[src/rtl/fetch_pkg.sv]
// Shared types and default sizing for the instruction fetch controller.
package fetch_pkg;

  localparam int ADDR_W_DEF   = 8;
  localparam int DATA_W_DEF   = 8;
  localparam int CNT_W_DEF    = 16;
  localparam int RESET_PC_DEF = 0;

  typedef enum logic [1:0] {
    IDLE   = 2'd0,
    RUN    = 2'd1,
    HALTED = 2'd2
  } fetch_state_e;

endpackage

[src/rtl/fetch_pc_reg.sv]
// Program counter register: load a redirect target, step by one with wrap, or hold.
module fetch_pc_reg #(
  parameter int ADDR_W = 8,
  parameter logic [ADDR_W-1:0] RESET_PC = '0
) (
  input  logic              clk,
  input  logic              rst,
  input  logic              load,
  input  logic              inc,
  input  logic [ADDR_W-1:0] target,
  output logic [ADDR_W-1:0] pc
);

  // A redirect takes priority over sequential stepping; the add wraps naturally.
  always_ff @(posedge clk) begin
    if (rst) begin
      pc <= RESET_PC;
    end else if (load) begin
      pc <= target;
    end else if (inc) begin
      pc <= pc + ADDR_W'(1);
    end
  end

endmodule

[src/rtl/fetch_controller.sv]
// Fetch sequencer: owns the PC, drives instruction memory and buffers one
// fetched instruction toward decode behind a valid/ready handshake.
module fetch_controller
  import fetch_pkg::*;
#(
  parameter int ADDR_W   = ADDR_W_DEF,
  parameter int DATA_W   = DATA_W_DEF,
  parameter int RESET_PC = RESET_PC_DEF,
  parameter int CNT_W    = CNT_W_DEF
) (
  input  logic              clk,
  input  logic              rst,
  input  logic              start,
  input  logic              halt_req,
  input  logic              br_valid,
  input  logic [ADDR_W-1:0] br_target,
  output logic [ADDR_W-1:0] imem_addr,
  input  logic [DATA_W-1:0] imem_data,
  output logic [DATA_W-1:0] instr,
  output logic [ADDR_W-1:0] instr_pc,
  output logic              instr_valid,
  input  logic              instr_ready,
  output logic              running,
  output logic              halted,
  output logic [CNT_W-1:0]  fetch_count
);

  fetch_state_e      state;
  fetch_state_e      state_next;
  logic [ADDR_W-1:0] pc;
  logic              buf_free;
  logic              handshake;
  logic              do_branch;
  logic              do_load;

  // Halt blocks new loads but a branch in the same cycle still redirects.
  always_comb begin
    buf_free   = !instr_valid || instr_ready;
    handshake  = instr_valid && instr_ready;
    do_branch  = (state == RUN) && br_valid;
    do_load    = (state == RUN) && !br_valid && !halt_req && buf_free;
    state_next = state;
    case (state)
      IDLE:    if (start)    state_next = RUN;
      RUN:     if (halt_req) state_next = HALTED;
      HALTED:  if (start)    state_next = RUN;
      default: state_next = IDLE;
    endcase
  end

  assign imem_addr = pc;

  fetch_pc_reg #(
    .ADDR_W   (ADDR_W),
    .RESET_PC (ADDR_W'(RESET_PC))
  ) u_pc_reg (
    .clk    (clk),
    .rst    (rst),
    .load   (do_branch),
    .inc    (do_load),
    .target (br_target),
    .pc     (pc)
  );

  // Branch flush beats the handshake drain; an unaccepted instruction is never dropped.
  always_ff @(posedge clk) begin
    if (rst) begin
      state       <= IDLE;
      running     <= 1'b0;
      halted      <= 1'b0;
      instr       <= '0;
      instr_pc    <= '0;
      instr_valid <= 1'b0;
      fetch_count <= '0;
    end else begin
      state   <= state_next;
      running <= (state_next == RUN);
      halted  <= (state_next == HALTED);
      if (do_branch) begin
        instr_valid <= 1'b0;
      end else if (do_load) begin
        instr       <= imem_data;
        instr_pc    <= pc;
        instr_valid <= 1'b1;
      end else if (handshake) begin
        instr_valid <= 1'b0;
      end
      if (handshake && (fetch_count != {CNT_W{1'b1}})) begin
        fetch_count <= fetch_count + CNT_W'(1);
      end
    end
  end

endmodule

[config.mk]
export PLATFORM = sky130hd
export DESIGN_NAME = fetch_controller
export DESIGN_NICKNAME = d
export VERILOG_FILES = /design/src/rtl/fetch_pkg.sv /design/src/rtl/fetch_pc_reg.sv /design/src/rtl/fetch_controller.sv
export SDC_FILE = /design/constraint.sdc
export NUM_CORES = 1
export LEC_CHECK = 0
export ABC_AREA = 1
export BUFFER_PORTS_ARGS = -buffer_cell sky130_fd_sc_hd__buf_4
export CAP_MARGIN = 10
export CORE_ASPECT_RATIO = 0.9
export CORE_MARGIN = 3
export CORE_UTILIZATION = 30
export DETAILED_ROUTE_END_ITERATION = 8
export GPL_TIMING_DRIVEN = 0
export HOLD_SLACK_MARGIN = 0.08
export SLEW_MARGIN = 20
export SYNTH_ARGS = -nofsm -noshare
export SYNTH_HDL_FRONTEND = slang
export SYNTH_HIERARCHICAL = 1
export SYNTH_SLANG_ARGS = --single-unit
[constraint.sdc]
create_clock -name clk -period 1.5 [get_ports clk]
set_input_delay 0 -clock clk [delete_from_list [all_inputs] [get_ports clk]]
set_output_delay 0 -clock clk [all_outputs]
set_load 0.02 [all_outputs]
==> impl_metrics.toml <==
[power]
p_int_mw = 1.93
comb_power_share_pct = 12.6
total_power_mw = 2.55
vdd_drop_max_v = 0.000318
p_clk_share_pct = 38.1
p_leak_nw = 1.40
power_switching_mw = 0.619
sw_frac_of_total_pct = 24.3
powerDensity_nw_per_um2 = 759
pwr-share-seq_pct = 49.2

[synthesis]
netlist_area_um2 = 2280
yosysSeqAreaShare_pct = 39.6
synth.distinct_cells = 31
syn_area_per_cell_um2 = 7.16
synth_cells = 318
synth_seq_cells = 45
yosys_warnings = 6
synth_fp_nets = 342

[floorplan]
ios = 65
coreArea_um2 = 7220
die_h_um = 88.6
floorplan.rows = 29
die_width_um = 97.8
start_util_pct = 31.5
die_area_um2 = 8670

[timing]
worst_pin_slew_ns = 0.353
hold_violations = 0
finalCriticalPeriod_ns = 1.50
setup_viol = 0
maxSlewHeadroom_pct = 76.3
finalSetupTns_ns = 0
max_freq_mhz = 669
skew_ns = 0.00811
final.period_utilization_pct = 99.7
rsz0062_at_grt = "yes"
final-max-slew-violation-count = 0

[detailed_routing]
finalWirelength_mm = 6.25
drt_iter0_markers = 66
wl_per_cell_um = 12.2
drtAntennaViolNets = 0
via_count = 2395
drcViolationCount = 0
drtPass1Iterations = 4
via_per_inst = 4.67

[clock_network]
clk_latency_ns = 0.30
cts.clk_slew.worst_paths_ns = 0.09
cts_buffers = 5
cts_max_level = 2
clock_path_buffers = 2
cts-root-buf = "clkbuf_8"
cts_tree = "built"
cts.sinks = 45

[final_layout]
diodes = 0
stdcell_count = 513
area_delta_synth_final_pct = 47.4
nNetsFinal = 443
drive_above_1_share_pct = 35.5

[placed_design]
dp_hpwl_mm = 4.32
routabilityCongestion = 0.889
portBuffers = 64
dp_cells = 475

[global_route]
grt_max_degree = 14
grt_antenna_before_repair = 0
grt_pass1_vias = 2200
overflow = 0
grtUsageTotal_pct = 14.5
grt_pass1_wl_mm = 10.4

[status]
status = "completed"

[min_path]
hold_path_class = "in2reg"
hold_start = "halt_req"
hold_path_depth = 6
min_to = "instr_pc[7]$_SDFFE_PP0P_"

[worst_setup_path]
worstSetupPathType = "reg2reg"
cp-end-kind = "register"
cp_max_fo = 6
crit_path_cell_trace = "inv_2 -> nand2_4 -> nor3_4 -> nand2_4 -> inv_8 -> buf_12 -> buf_4 -> nand2_2 -> inv_2 -> nand3_1 -> a21oi_1"
cp.arrival_ns = 1.73
worstReg2RegStart = "state[1]$_SDFF_PP0_"
start_kind = "register"
r2r.worst_path.cells = 11
r2r-end = "u_pc_reg/pc[6]$_SDFFE_PP0P_"
crit_required_ns = 1.73
crit_slowest_cell = "dfxtp_2"
reg2reg_slack_ns = 0.004
crit_path_max_incr_delay_ns = 0.34

[run]
cap_violations = 0
synthesized netlist by cell type, drive strengths merged:
cell type / n / area [µm²]
nor3: 4 / 31.3
nand4: 5 / 46.3
nand3b: 1 / 7.51
nand2: 93 / 394
o21ai: 7 / 35.0
a21oi: 35 / 213
inv: 29 / 109
nor2: 56 / 238
a211oi: 1 / 12.5
o211ai: 1 / 7.51
o21bai: 2 / 15.0
dfxtp: 45 / 901
nand3: 23 / 130
clkinv: 1 / 5.00
a22oi: 4 / 30.0
ha: 2 / 25.0
xor2: 1 / 8.76
clkbuf: 1 / 3.75
buf: 7 / 63.8
cell usage in the layout, fill, tap and decap left out, types with 3 or more instances in the layout:
cell / instances
nand2_1: 74
buf_4: 72
nor2_1: 47
dfxtp_1: 38
a21oi_1: 24
inv_1: 23
dlygate4sd3_1: 21
nand3_1: 20
nand2_2: 17
a21oi_2: 11
clkbuf_8: 6
dfxtp_2: 6
inv_2: 5
nor2_2: 5
nand4_1: 4
nor2_4: 4
buf_6: 4
o21ai_0: 4
buf_2: 3
nor3_1: 3
o21ai_1: 3
a22oi_1: 3
timing repair:
item	4_1_cts	5_1_grt
resized for setup	7	22
hold buffers	20	1
setup buffers	1	8
setup endpoints to repair	16	24
endpoints found under the hold margin	20	1
pin swaps	1	6
kinds of logic (layout without fill, tap and decap cells):
family                   after synthesis  count (layout)  synth area share, %
adder cells (fa/ha/maj)                2               2                 1.10
AND/OR/NAND/NOR                      182             182                 37.2
flip-flops                            45              45                 39.6
buffers and inverters                 38             140                 7.97
AO/OA/AOI/OAI                         50              50                 13.7
XOR/XNOR                               1               1                0.385
layer usage:
metal | vias up | GRT usage [%] | routed length [µm]
li1 | 1228 | - | -
met1 | 1093 | 18.5 | 2880
met2 | 64 | 24.1 | 2890
met3 | 10 | 4.26 | 406
met4 | 0 | 4.15 | 70
met5 | - | 0 | 0
worst max path at each step:
stage                                start  slack (ns)                           end  depth (start not counted)
6_report               state[1]$_SDFF_PP0_       0.004   u_pc_reg/pc[6]$_SDFFE_PP0P_                         11
5_1_grt                state[1]$_SDFF_PP0_       -0.08   u_pc_reg/pc[4]$_SDFFE_PP0P_                         11
4_1_cts                state[1]$_SDFF_PP0_      -0.003   u_pc_reg/pc[4]$_SDFFE_PP0P_                         11
3_5_place_dp           state[0]$_SDFF_PP0_       -0.14   u_pc_reg/pc[4]$_SDFFE_PP0P_                         10
3_3_place_gp           state[0]$_SDFF_PP0_       -0.10   u_pc_reg/pc[4]$_SDFFE_PP0P_                         10
2_1_floorplan  fetch_count[0]$_SDFFE_PP0P_        0.02  fetch_count[13]$_SDFFE_PP0P_                          7
through the flow:
step | util, % | hold WS, ns | area (µm²) | setup WS [ns]
floorplan | - | 0.0624 | 2280 | 0.0191
global placement | 39.8 | 0.232 | 2870 | -0.103
detailed placement | 39.8 | 0.238 | 2870 | -0.138
CTS | 44.6 | 0.0873 | 3220 | -0.00271
global route | 46.5 | 0.120 | 3350 | -0.0848
finish | 46.5 | 0.108 | 3350 | 0.00430
power by group through the flow:
stage               combinational, mW  clock (mW)  sequential (mW)
floorplan                       0.109           0             1.30
global placement                0.249           0             1.28
detailed placement              0.251           0             1.28
CTS                             0.299        1.00             1.25
global route                    0.351        1.04             1.26
finish                          0.322       0.970             1.25
sequential cells by signal, summed over array words and instances (netlist names):
register / flops
fetch_count: 16
halted: 1
instr: 8
instr_pc: 8
instr_valid: 1
running: 1
state: 2
u_pc_reg/pc: 8
final cells by class:
| cell class | instances | area (µm²) |
|---|---|---|
| Clock inverter | 1 | 30.0 |
| Clock buffer | 7 | 86.3 |
| Tap cell | 93 | 116 |
| Buffer | 8 | 73.8 |
| Multi-Input combinational cell | 235 | 1250 |
| Inverter | 30 | 124 |
| Fill cell | 725 | 3870 |
| Timing Repair Buffer | 94 | 762 |
| Sequential cell | 45 | 912 |
worst max-delay path, delay by kind of cell, from the launching register on:
family                 cells  cell delay [ns]
AND/OR/NAND/NOR            5             0.53
AO/OA/AOI/OAI              1             0.13
buffers and inverters      5             0.45
flip-flops                 1             0.34
No activity file was read; power rests on OpenSTA's default activity.
